--- src/rtl/matmul_stream_ctrl.sv ---
// matmul_stream_ctrl: initiator-side controller for the 2x2 matmul core.
// Collects one 8-element operand frame (A then B, row-major), pulses
// core_start, waits for core_done, captures C and streams 4 results out.
//
// Handshake rule for both streams: a beat transfers on a rising clock edge
// where valid && ready are both high. Once a producer raises valid it holds
// data/last stable until the transfer; ready may depend on state only, never
// on valid, so there is no combinational valid->ready path.
module matmul_stream_ctrl #(
    parameter int DATA_W      = 8,
    parameter int ACC_W       = 32,
    parameter int TIMEOUT_CYC = 1024
) (
    input  logic                clk,
    input  logic                rst,
    input  logic                s_valid,
    output logic                s_ready,
    input  logic [DATA_W-1:0]   s_data,
    input  logic                s_last,
    output logic                m_valid,
    input  logic                m_ready,
    output logic [ACC_W-1:0]    m_data,
    output logic                m_last,
    output logic                core_start,
    output logic [4*DATA_W-1:0] core_A,
    output logic [4*DATA_W-1:0] core_B,
    input  logic [4*ACC_W-1:0]  core_C,
    input  logic                core_done,
    output logic                busy,
    output logic                err_frame,
    output logic                err_timeout,
    output logic [1:0]          dbg_state_o
);

    localparam logic [1:0] S_LOAD  = 2'd0;
    localparam logic [1:0] S_START = 2'd1;
    localparam logic [1:0] S_WAIT  = 2'd2;
    localparam logic [1:0] S_DRAIN = 2'd3;

    localparam int             TW     = $clog2(TIMEOUT_CYC + 1);
    localparam logic [TW-1:0]  T_LAST = TW'(TIMEOUT_CYC - 1);

    logic [1:0]          state_q, state_d;
    logic [2:0]          idx_q, idx_d;
    logic [TW-1:0]       tcnt_q, tcnt_d;
    logic [1:0]          ridx_q, ridx_d;
    logic [4*DATA_W-1:0] core_a_q, core_a_d;
    logic [4*DATA_W-1:0] core_b_q, core_b_d;
    logic [4*ACC_W-1:0]  c_q, c_d;
    logic                err_frame_q, err_frame_d;
    logic                err_timeout_q, err_timeout_d;

    // Next-state logic for the LOAD -> START -> WAIT -> DRAIN sequence.
    always_comb begin
        state_d       = state_q;
        idx_d         = idx_q;
        tcnt_d        = tcnt_q;
        ridx_d        = ridx_q;
        core_a_d      = core_a_q;
        core_b_d      = core_b_q;
        c_d           = c_q;
        err_frame_d   = err_frame_q;
        err_timeout_d = err_timeout_q;
        case (state_q)
            S_LOAD: begin
                if (s_valid) begin
                    if (idx_q[2]) core_b_d[int'(idx_q[1:0])*DATA_W +: DATA_W] = s_data;
                    else          core_a_d[int'(idx_q[1:0])*DATA_W +: DATA_W] = s_data;
                    // s_last must mark exactly the 8th beat; anything else drops the frame
                    if (s_last != (idx_q == 3'd7)) begin
                        err_frame_d = 1'b1;
                        idx_d       = 3'd0;
                    end else if (idx_q == 3'd7) begin
                        idx_d   = 3'd0;
                        state_d = S_START;
                    end else begin
                        idx_d = idx_q + 3'd1;
                    end
                end
            end
            S_START: begin
                tcnt_d  = '0;
                state_d = S_WAIT;
            end
            S_WAIT: begin
                if (core_done) begin
                    c_d     = core_C;
                    ridx_d  = 2'd0;
                    state_d = S_DRAIN;
                end else if (tcnt_q == T_LAST) begin
                    err_timeout_d = 1'b1;
                    state_d       = S_LOAD;
                end else begin
                    tcnt_d = tcnt_q + TW'(1);
                end
            end
            S_DRAIN: begin
                if (m_ready) begin
                    if (ridx_q == 2'd3) begin
                        ridx_d  = 2'd0;
                        state_d = S_LOAD;
                    end else begin
                        ridx_d = ridx_q + 2'd1;
                    end
                end
            end
            default: state_d = S_LOAD;
        endcase
    end

    // State registers with synchronous active-high reset.
    always_ff @(posedge clk) begin
        if (rst) begin
            state_q       <= S_LOAD;
            idx_q         <= '0;
            tcnt_q        <= '0;
            ridx_q        <= '0;
            core_a_q      <= '0;
            core_b_q      <= '0;
            c_q           <= '0;
            err_frame_q   <= 1'b0;
            err_timeout_q <= 1'b0;
        end else begin
            state_q       <= state_d;
            idx_q         <= idx_d;
            tcnt_q        <= tcnt_d;
            ridx_q        <= ridx_d;
            core_a_q      <= core_a_d;
            core_b_q      <= core_b_d;
            c_q           <= c_d;
            err_frame_q   <= err_frame_d;
            err_timeout_q <= err_timeout_d;
        end
    end

    // s_ready is gated by rst so it stays low while reset is held.
    assign s_ready     = (state_q == S_LOAD) && !rst;
    assign m_valid     = (state_q == S_DRAIN);
    assign m_data      = m_valid ? c_q[int'(ridx_q)*ACC_W +: ACC_W] : '0;
    assign m_last      = m_valid && (ridx_q == 2'd3);
    assign core_start  = (state_q == S_START);
    assign core_A      = core_a_q;
    assign core_B      = core_b_q;
    assign busy        = (state_q != S_LOAD);
    assign err_frame   = err_frame_q;
    assign err_timeout = err_timeout_q;
    assign dbg_state_o = state_q;

endmodule

--- config.mk ---
export PLATFORM = sky130hd
export DESIGN_NAME = matmul_stream_ctrl
export DESIGN_NICKNAME = d
export VERILOG_FILES = /design/src/rtl/matmul_stream_ctrl.sv
export SDC_FILE = /design/constraint.sdc
export NUM_CORES = 1
export LEC_CHECK = 0
export BUFFER_PORTS_ARGS = -buffer_cell sky130_fd_sc_hd__buf_2
export CAP_MARGIN = 15
export CORE_MARGIN = 1.5
export CORE_UTILIZATION = 45
export CTS_CLUSTER_DIAMETER = 100
export DETAILED_ROUTE_END_ITERATION = 10
export PLACE_DENSITY = 0.8
export SYNTH_ARGS = -nofsm -noshare
export SYNTH_HDL_FRONTEND = slang
export SYNTH_SLANG_ARGS = --single-unit
--- constraint.sdc ---
create_clock -name clk -period 1.9 [get_ports clk]
set_input_delay 0.095 -clock clk [delete_from_list [all_inputs] [get_ports clk]]
set_output_delay 0.095 -clock clk [all_outputs]
set_load 0.01 [all_outputs]
==> results of run 1 <==
==> Yosys cell counts, drive strengths merged (3+ instances only) <==
library cell  number  share of area
and2              42          0.029
mux2i              4         0.0045
nand4              6         0.0049
nand2            344           0.14
o21ai              4         0.0022
nor2b             10         0.0070
buf               35          0.020
a21oi            204           0.11
o211ai             3         0.0025
nand2b             6         0.0042
mux4              32          0.080
nor2               9         0.0038
nand3             73          0.041
and3               4         0.0028
or3                4         0.0028
inv                9         0.0038
clkbuf            47          0.020
ha                12          0.017
o41ai              3         0.0046
dfxtp            212           0.47
==> layout by cell type, fill, tap and decap left out, types with 3 or more instances in the layout <==
cell type | Yosys | layout
dfxtp_1 | 212 | 211
mux4_2 | 32 | 32
or3_1 | 4 | 4
ha_1 | 12 | 8
and3_1 | 4 | 4
o211ai_1 | 3 | 3
nor2_1 | 9 | 8
nand4_1 | 5 | 5
nand2_1 | 344 | 343
ha_4 | 0 | 3
buf_4 | 2 | 31
dlygate4sd3_1 | 0 | 139
nand3_1 | 72 | 72
diode_2 | 0 | 3
and2_4 | 0 | 11
buf_6 | 0 | 13
mux2i_1 | 4 | 4
buf_2 | 33 | 235
a21oi_1 | 204 | 203
clkbuf_16 | 0 | 24
clkbuf_8 | 0 | 6
and2_1 | 40 | 30
inv_1 | 8 | 7
nor2b_1 | 10 | 10
nand2b_1 | 6 | 6
buf_12 | 0 | 8
clkinv_2 | 0 | 5
==> worst register-to-register path, stage by stage (launching register included) <==
cell     delay (ns)
dfxtp_1        0.36
buf_4          0.15
ha_4           0.21
inv_2          0.09
nor2_4         0.17
buf_12         0.27
nand2_1        0.21
a21oi_1        0.24
==> area by class of cell <==
cell class                 instances  area (µm²)
fill                            1424        6620
multi-input combinational        779        4440
sequential                       212        4250
timing repair buffer             427        3130
clock buffer                      31         666
tap                              265         332
clock inverter                     8        48.8
inverter                           9        33.8
antenna                            3        7.51
==> final timing paths <==
| path | startpoint | end | cells past startpoint | slack (ns) |
|---|---|---|---|---|
| hold reg to reg | core_A[30]$_SDFFE_PP0P_ | core_A[30]$_SDFFE_PP0P_ | 2 | 0.45 |
| hold / removal | rst | idx_q[0]$_SDFFE_PP0P_ | 2 | 0.03 |
| setup reg to reg | dbg_state_o[1]$_SDFFE_PP0P_ | c_q[79]$_SDFFE_PP0P_ | 7 | 0.12 |
| setup / recovery | ridx_q[0]$_SDFFE_PP0P_ | m_data[16] | 4 | -0.19 |
==> power by group <==
part           total (mW)  internal [mW]  leakage [nW]  switching, mW
Combinational        1.38          0.655          2.98          0.723
Sequential           4.57           4.52          1.71         0.0462
Clock                4.31           2.45         0.353           1.86
Total                10.3           7.62          5.05           2.63
==> stage by stage <==
step / TNS (ns) / hold slack, ns / utilization / worst slack [ns] / instance area (µm²)
after floorplan: 0 / 0.231 / - / 0.0617 / 8960
after global placement: 0 / 0.336 / 0.541 / 0.110 / 10600
after detailed placement: 0 / 0.341 / 0.541 / 0.00907 / 10600
after CTS: -4.01 / 0.0182 / 0.653 / -0.162 / 12800
after global routing: -5.88 / 0.0572 / 0.661 / -0.227 / 12900
final: -4.11 / 0.0322 / 0.661 / -0.188 / 12900
==> repair_timing <==
| item | 4_1_cts | 5_1_grt |
|---|---|---|
| hold buffers | 139 | 0 |
| resized for setup | 15 | 24 |
| setup endpoints to repair | 34 | 68 |
| pin swaps | 1 | 4 |
| setup buffers | 3 | 3 |
| cloned | 0 | 1 |
| endpoints found under the hold margin | 149 | 0 |
==> state kept, by name (all words and copies together) (netlist names) <==
signal       count
c_q            128
core_A          32
core_B          32
dbg_state_o      2
err_frame        1
err_timeout      1
idx_q            3
ridx_q           2
tcnt_q          11
==> cells by family after synthesis <==
logic type / Yosys count / share of synthesized area
buffers and inverters: 91 / 0.0436
xor gates and xnor gates: 1 / 0.000977
AOI/OAI and AO/OA: 224 / 0.132
and+or+nand+nor: 506 / 0.248
muxes: 36 / 0.0849
adders and majority gates: 12 / 0.0168
DFF: 212 / 0.474
==> metal layers <==
layer / wire (µm) / up-vias
met5: 0 / -
met4: 1690 / 0
met3: 2770 / 143
met2: 15300 / 594
met1: 11500 / 4424
li1: - / 4394
==> flow_metrics.py, run 1 <==
metrics = {
    "status": {
        "status": "finished with violations",
        "violations": "setup timing",
    },
    "clock_tree": {
        "clkTransAtPathRegs_ns": 0.06,
        "cts_made_buffers": 23,
        "clock-sinks": 212,
        "htreeDepth": 1,
        "clockBufferDepth": 3,
        "cts_tree": "done",
        "clk_latency_ns": 0.52,
        "root_buffer": "clkbuf_16",
    },
    "timing": {
        "relSlewSlack": 0.644,
        "drv_slew": 0,
        "period_needed_ns": 2.09,
        "fin_crit_sh": 1.10,
        "hold_viol": 0,
        "grt_setup_unrepaired": "yes",
        "finalSetupViolations": 32,
        "max_freq_ghz": 0.479,
        "fin_skew_ns": 0.00807,
        "tightest_slew_ns": 0.535,
        "fin_ws_ns": -0.188,
    },
    "die": {
        "start_util": 0.459,
        "dieWidth_um": 144,
        "fp.dieH_um": 144,
        "core-area_um2": 19500,
        "io_pins": 247,
        "die_area_um2": 20800,
        "num_rows": 51,
    },
    "power": {
        "p_per_area_nw_per_um2": 794,
        "leakage_nw": 5.05,
        "p_total_mw": 10.3,
        "vdd_ir_drop_max_v": 0.000651,
    },
    "synth": {
        "ys.flop_type": "dfxtp_1",
        "synth_seq_cells": 212,
        "synthesis.area_per_instance_um2": 8.28,
        "synth_nets": 1236,
        "synth_edf_count": 0,
        "synthCells": 1082,
        "synth-seq-area-share": 0.474,
        "synth_area_um2": 8960,
        "async_flop_share": 0,
        "ys_warn_count": 0,
        "synth_cell_types": 43,
    },
    "setup_path": {
        "start_kind": "register",
        "crit_type": "register to primary output",
        "cp-end-kind": "primary output",
        "cp_max_fo": 7,
        "cpMaxStageDelayCell": "mux4_2",
        "cp.arrival_ns": 1.99,
        "max_stage_delay_ns": 0.55,
        "crit_chain": "buf_6 > mux4_2 > and2_1 > buf_2",
        "critPathTopFamily": "multiplexers",
        "worst-path-buf-inv": 2,
        "required_ns": 1.80,
    },
    "routing": {
        "dr.pass1.iters": 5,
        "viasPerCell": 5.51,
        "drc": 0,
        "routed_wl_um": 31200,
        "drt_iter0_drc": 669,
        "drtAntennaViolNets": 0,
        "wl_per_cell_um": 18.0,
        "dr_total_vias": 9555,
    },
    "finish": {
        "drive_gt1_frac": 0.265,
        "area_growth_pct": 44.0,
        "layout.cells.non_filler": 1734,
        "nets": 1606,
    },
    "global_routing": {
        "grt_overflow": 0,
        "globalRoute.busiestLayer": "met2",
        "grt.met1_usage": 0.329,
        "grt_antenna_before_repair": 2,
        "grt_pass1_wl_um": 46100,
        "use_met2": 0.486,
        "grt_max_degree": 106,
        "grt_pass1_vias": 9097,
        "grt_use_met3": 0.0636,
        "track_usage": 0.281,
    },
    "flow_run": {
        "maxCapViolCount": 0,
    },
    "place": {
        "gp_congestion": 0.835,
        "place_inst": 1547,
        "port_buffers": 246,
        "detailed_place_hpwl_um": 17100,
    },
    "min_path": {
        "hp-class": "primary input to register",
    },
}
Note: power is estimated with default switching activity, not from simulation.
==> inputs of run 2 (changes only) <==
==> constraint.sdc (replaced) <==
create_clock -name clk -period 2.59 [get_ports clk]
set_input_delay 0.1295 -clock clk [delete_from_list [all_inputs] [get_ports clk]]
set_output_delay 0.1295 -clock clk [all_outputs]
set_load 0.01 [all_outputs]
==> run 2 against run 1 <==
Compared with the run above:
- the run now ends clean
- routed wire length shrank 4.5%
- critical path depth did not move
- first-iteration DRC count rose by 2.5%
- cell count fell by 1.4%
- critical endpoint is now m_data[15]
- largest power group unchanged
==> flow_metrics.py, run 2 (synthesis results as in run 1) <==
metrics = {
    "power": {
        "p_total_mw": 7.33,
        "leakage_nw": 4.84,
        "vdd_ir_drop_max_v": 0.000588,
        "p_per_area_nw_per_um2": 589,
    },
    "min_path": {
        "hp-class": "primary input to register",
        "hold_start": "s_last",
    },
    "die": {
        "num_rows": 51,
        "dieWidth_um": 144,
        "io_pins": 247,
        "fp.dieH_um": 144,
        "die_area_um2": 20800,
        "start_util": 0.459,
        "core-area_um2": 19500,
    },
    "timing": {
        "max_freq_ghz": 0.444,
        "fin_skew_ns": 0.0239,
        "period_needed_ns": 2.25,
        "fin_setup_tns_ns": 0,
        "drv_slew": 0,
        "grt_setup_unrepaired": "no",
        "tightest_slew_ns": 0.667,
        "relSlewSlack": 0.555,
        "finalSetupViolations": 0,
        "fin_crit_sh": 0.870,
        "hold_viol": 0,
    },
    "finish": {
        "top_register": "c_q",
        "multi_input_area_um2": 4340,
        "drive_gt1_frac": 0.237,
        "postLayoutCoreUtil": 0.638,
        "largest_reg_flops": 128,
        "final_common_cell": "nand2_1",
        "fillCellCount": 1505,
        "area_growth_pct": 39.0,
        "nets": 1580,
        "stdcell_area_um2": 12500,
        "register_area_um2": 4250,
        "final_cell_mix": "343 x nand2_1, 245 x buf_2, 211 x dfxtp_1, 204 x a21oi_1, 138 x dlygate4sd3_1",
    },
    "clock_tree": {
        "clk_latency_ns": 0.52,
        "clkTransAtPathRegs_ns": 0.06,
        "htreeDepth": 1,
        "clock-sinks": 212,
        "root_buffer": "clkbuf_16",
        "cts_made_buffers": 23,
        "post_cts_buffers": 0,
        "cts_tree": "done",
        "clockBufferDepth": 3,
    },
    "routing": {
        "viasPerCell": 5.53,
        "drc": 0,
        "routed_wl_um": 29800,
        "drtAntennaViolNets": 0,
        "wl_per_cell_um": 17.5,
        "drt_iter0_drc": 686,
        "dr.pass1.iters": 6,
        "dr_total_vias": 9445,
    },
    "setup_path": {
        "r2r_cells": 7,
        "start_kind": "register",
        "required_ns": 2.46,
        "worst-path-buf-inv": 2,
        "cp_max_fo": 19,
        "crit_start": "ridx_q[0]$_SDFFE_PP0P_",
        "cp-end-kind": "primary output",
        "r2r_end": "c_q[122]$_SDFFE_PP0P_",
        "critPathTopFamily": "multiplexers",
        "cpMaxStageDelayCell": "mux4_2",
        "crit_chain": "buf_4 > mux4_2 > and2_1 > buf_2",
        "cp.arrival_ns": 2.12,
        "critPathCapture": "m_data[15]",
        "max_stage_delay_ns": 0.57,
        "path_depth": 4,
        "reg2reg_from": "dbg_state_o[0]$_SDFFE_PP0P_",
        "crit_type": "register to primary output",
        "reg2reg_slack_ns": 0.43,
    },
    "flow_run": {
        "maxCapViolCount": 0,
    },
    "place": {
        "port_buffers": 246,
        "gp_congestion": 0.839,
        "detailed_place_hpwl_um": 17000,
        "place_area_um2": 10400,
    },
    "global_routing": {
        "grt_pass1_vias": 9222,
        "grt_max_degree": 86,
        "track_usage": 0.280,
        "grt_antenna_before_repair": 2,
        "grt_overflow": 0,
        "grt_pass1_wl_um": 45800,
    },
    "status": {
        "status": "completed",
    },
}
==> run 2: cell count changes in the layout (fill, tap and decap cells not counted), sizes merged <==
cell	change
buf	-24
clkinv	-2
clkinvlp	+1
dlygate4sd3	-1
inv	+1
==> run 2: routing by layer <==
metal	global-route usage	vias to the layer above	wire, µm
li1	-	4348	-
met1	0.320	4403	11000
met2	0.489	556	14700
met3	0.0626	138	2520
met4	0.142	0	1550
met5	0	-	0
==> run 2: worst min path at each step <==
| stage | endpoint | cells past startpoint |
|---|---|---|
| 6_report | idx_q[0]$_SDFFE_PP0P_ | 4 |
| 5_1_grt | idx_q[0]$_SDFFE_PP0P_ | 4 |
| 4_1_cts | idx_q[0]$_SDFFE_PP0P_ | 4 |
| 3_5_place_dp | c_q[107]$_SDFFE_PP0P_ | 3 |
| 3_3_place_gp | c_q[90]$_SDFFE_PP0P_ | 3 |
| 2_1_floorplan | c_q[0]$_SDFFE_PP0P_ | 2 |
==> run 2: tightest hold or removal path, delay by kind of cell <==
kind                   cells  cell delay (ns)
buffers and inverters      1             0.11
muxes                      1             0.13
and+or+nand+nor            2             0.11
==> run 2: layout make-up <==
type	count	area share
diodes	3	0.000603
clock buffers	32	0.0513
clock inverters	8	0.00472
inverters	9	0.00271
multi-input cells	779	0.349
flip-flops and latches	212	0.341
well taps	265	0.0266
repair buffers	401	0.225
==> run 2: report_power, final <==
part / internal [mW] / switching, mW
Clock: 1.73 / 1.36
Sequential: 3.32 / 0.0407
Combinational: 0.394 / 0.486
==> run 2: per-stage QoR <==
stage               cells  setup WS [ns]  hold WS (ns)
floorplan            1082          0.752         0.265
finish               1709          0.336        0.0254
global route         1708          0.252        0.0314
detailed placement   1528          0.548         0.375
CTS                  1706          0.344       0.00799
global placement     1528          0.594         0.370
==> run 2: timing repair <==
action | 4_1_cts | 5_1_grt
resized for setup | 0 | 0
hold endpoints to repair | 147 | 0
hold buffers | 138 | 0
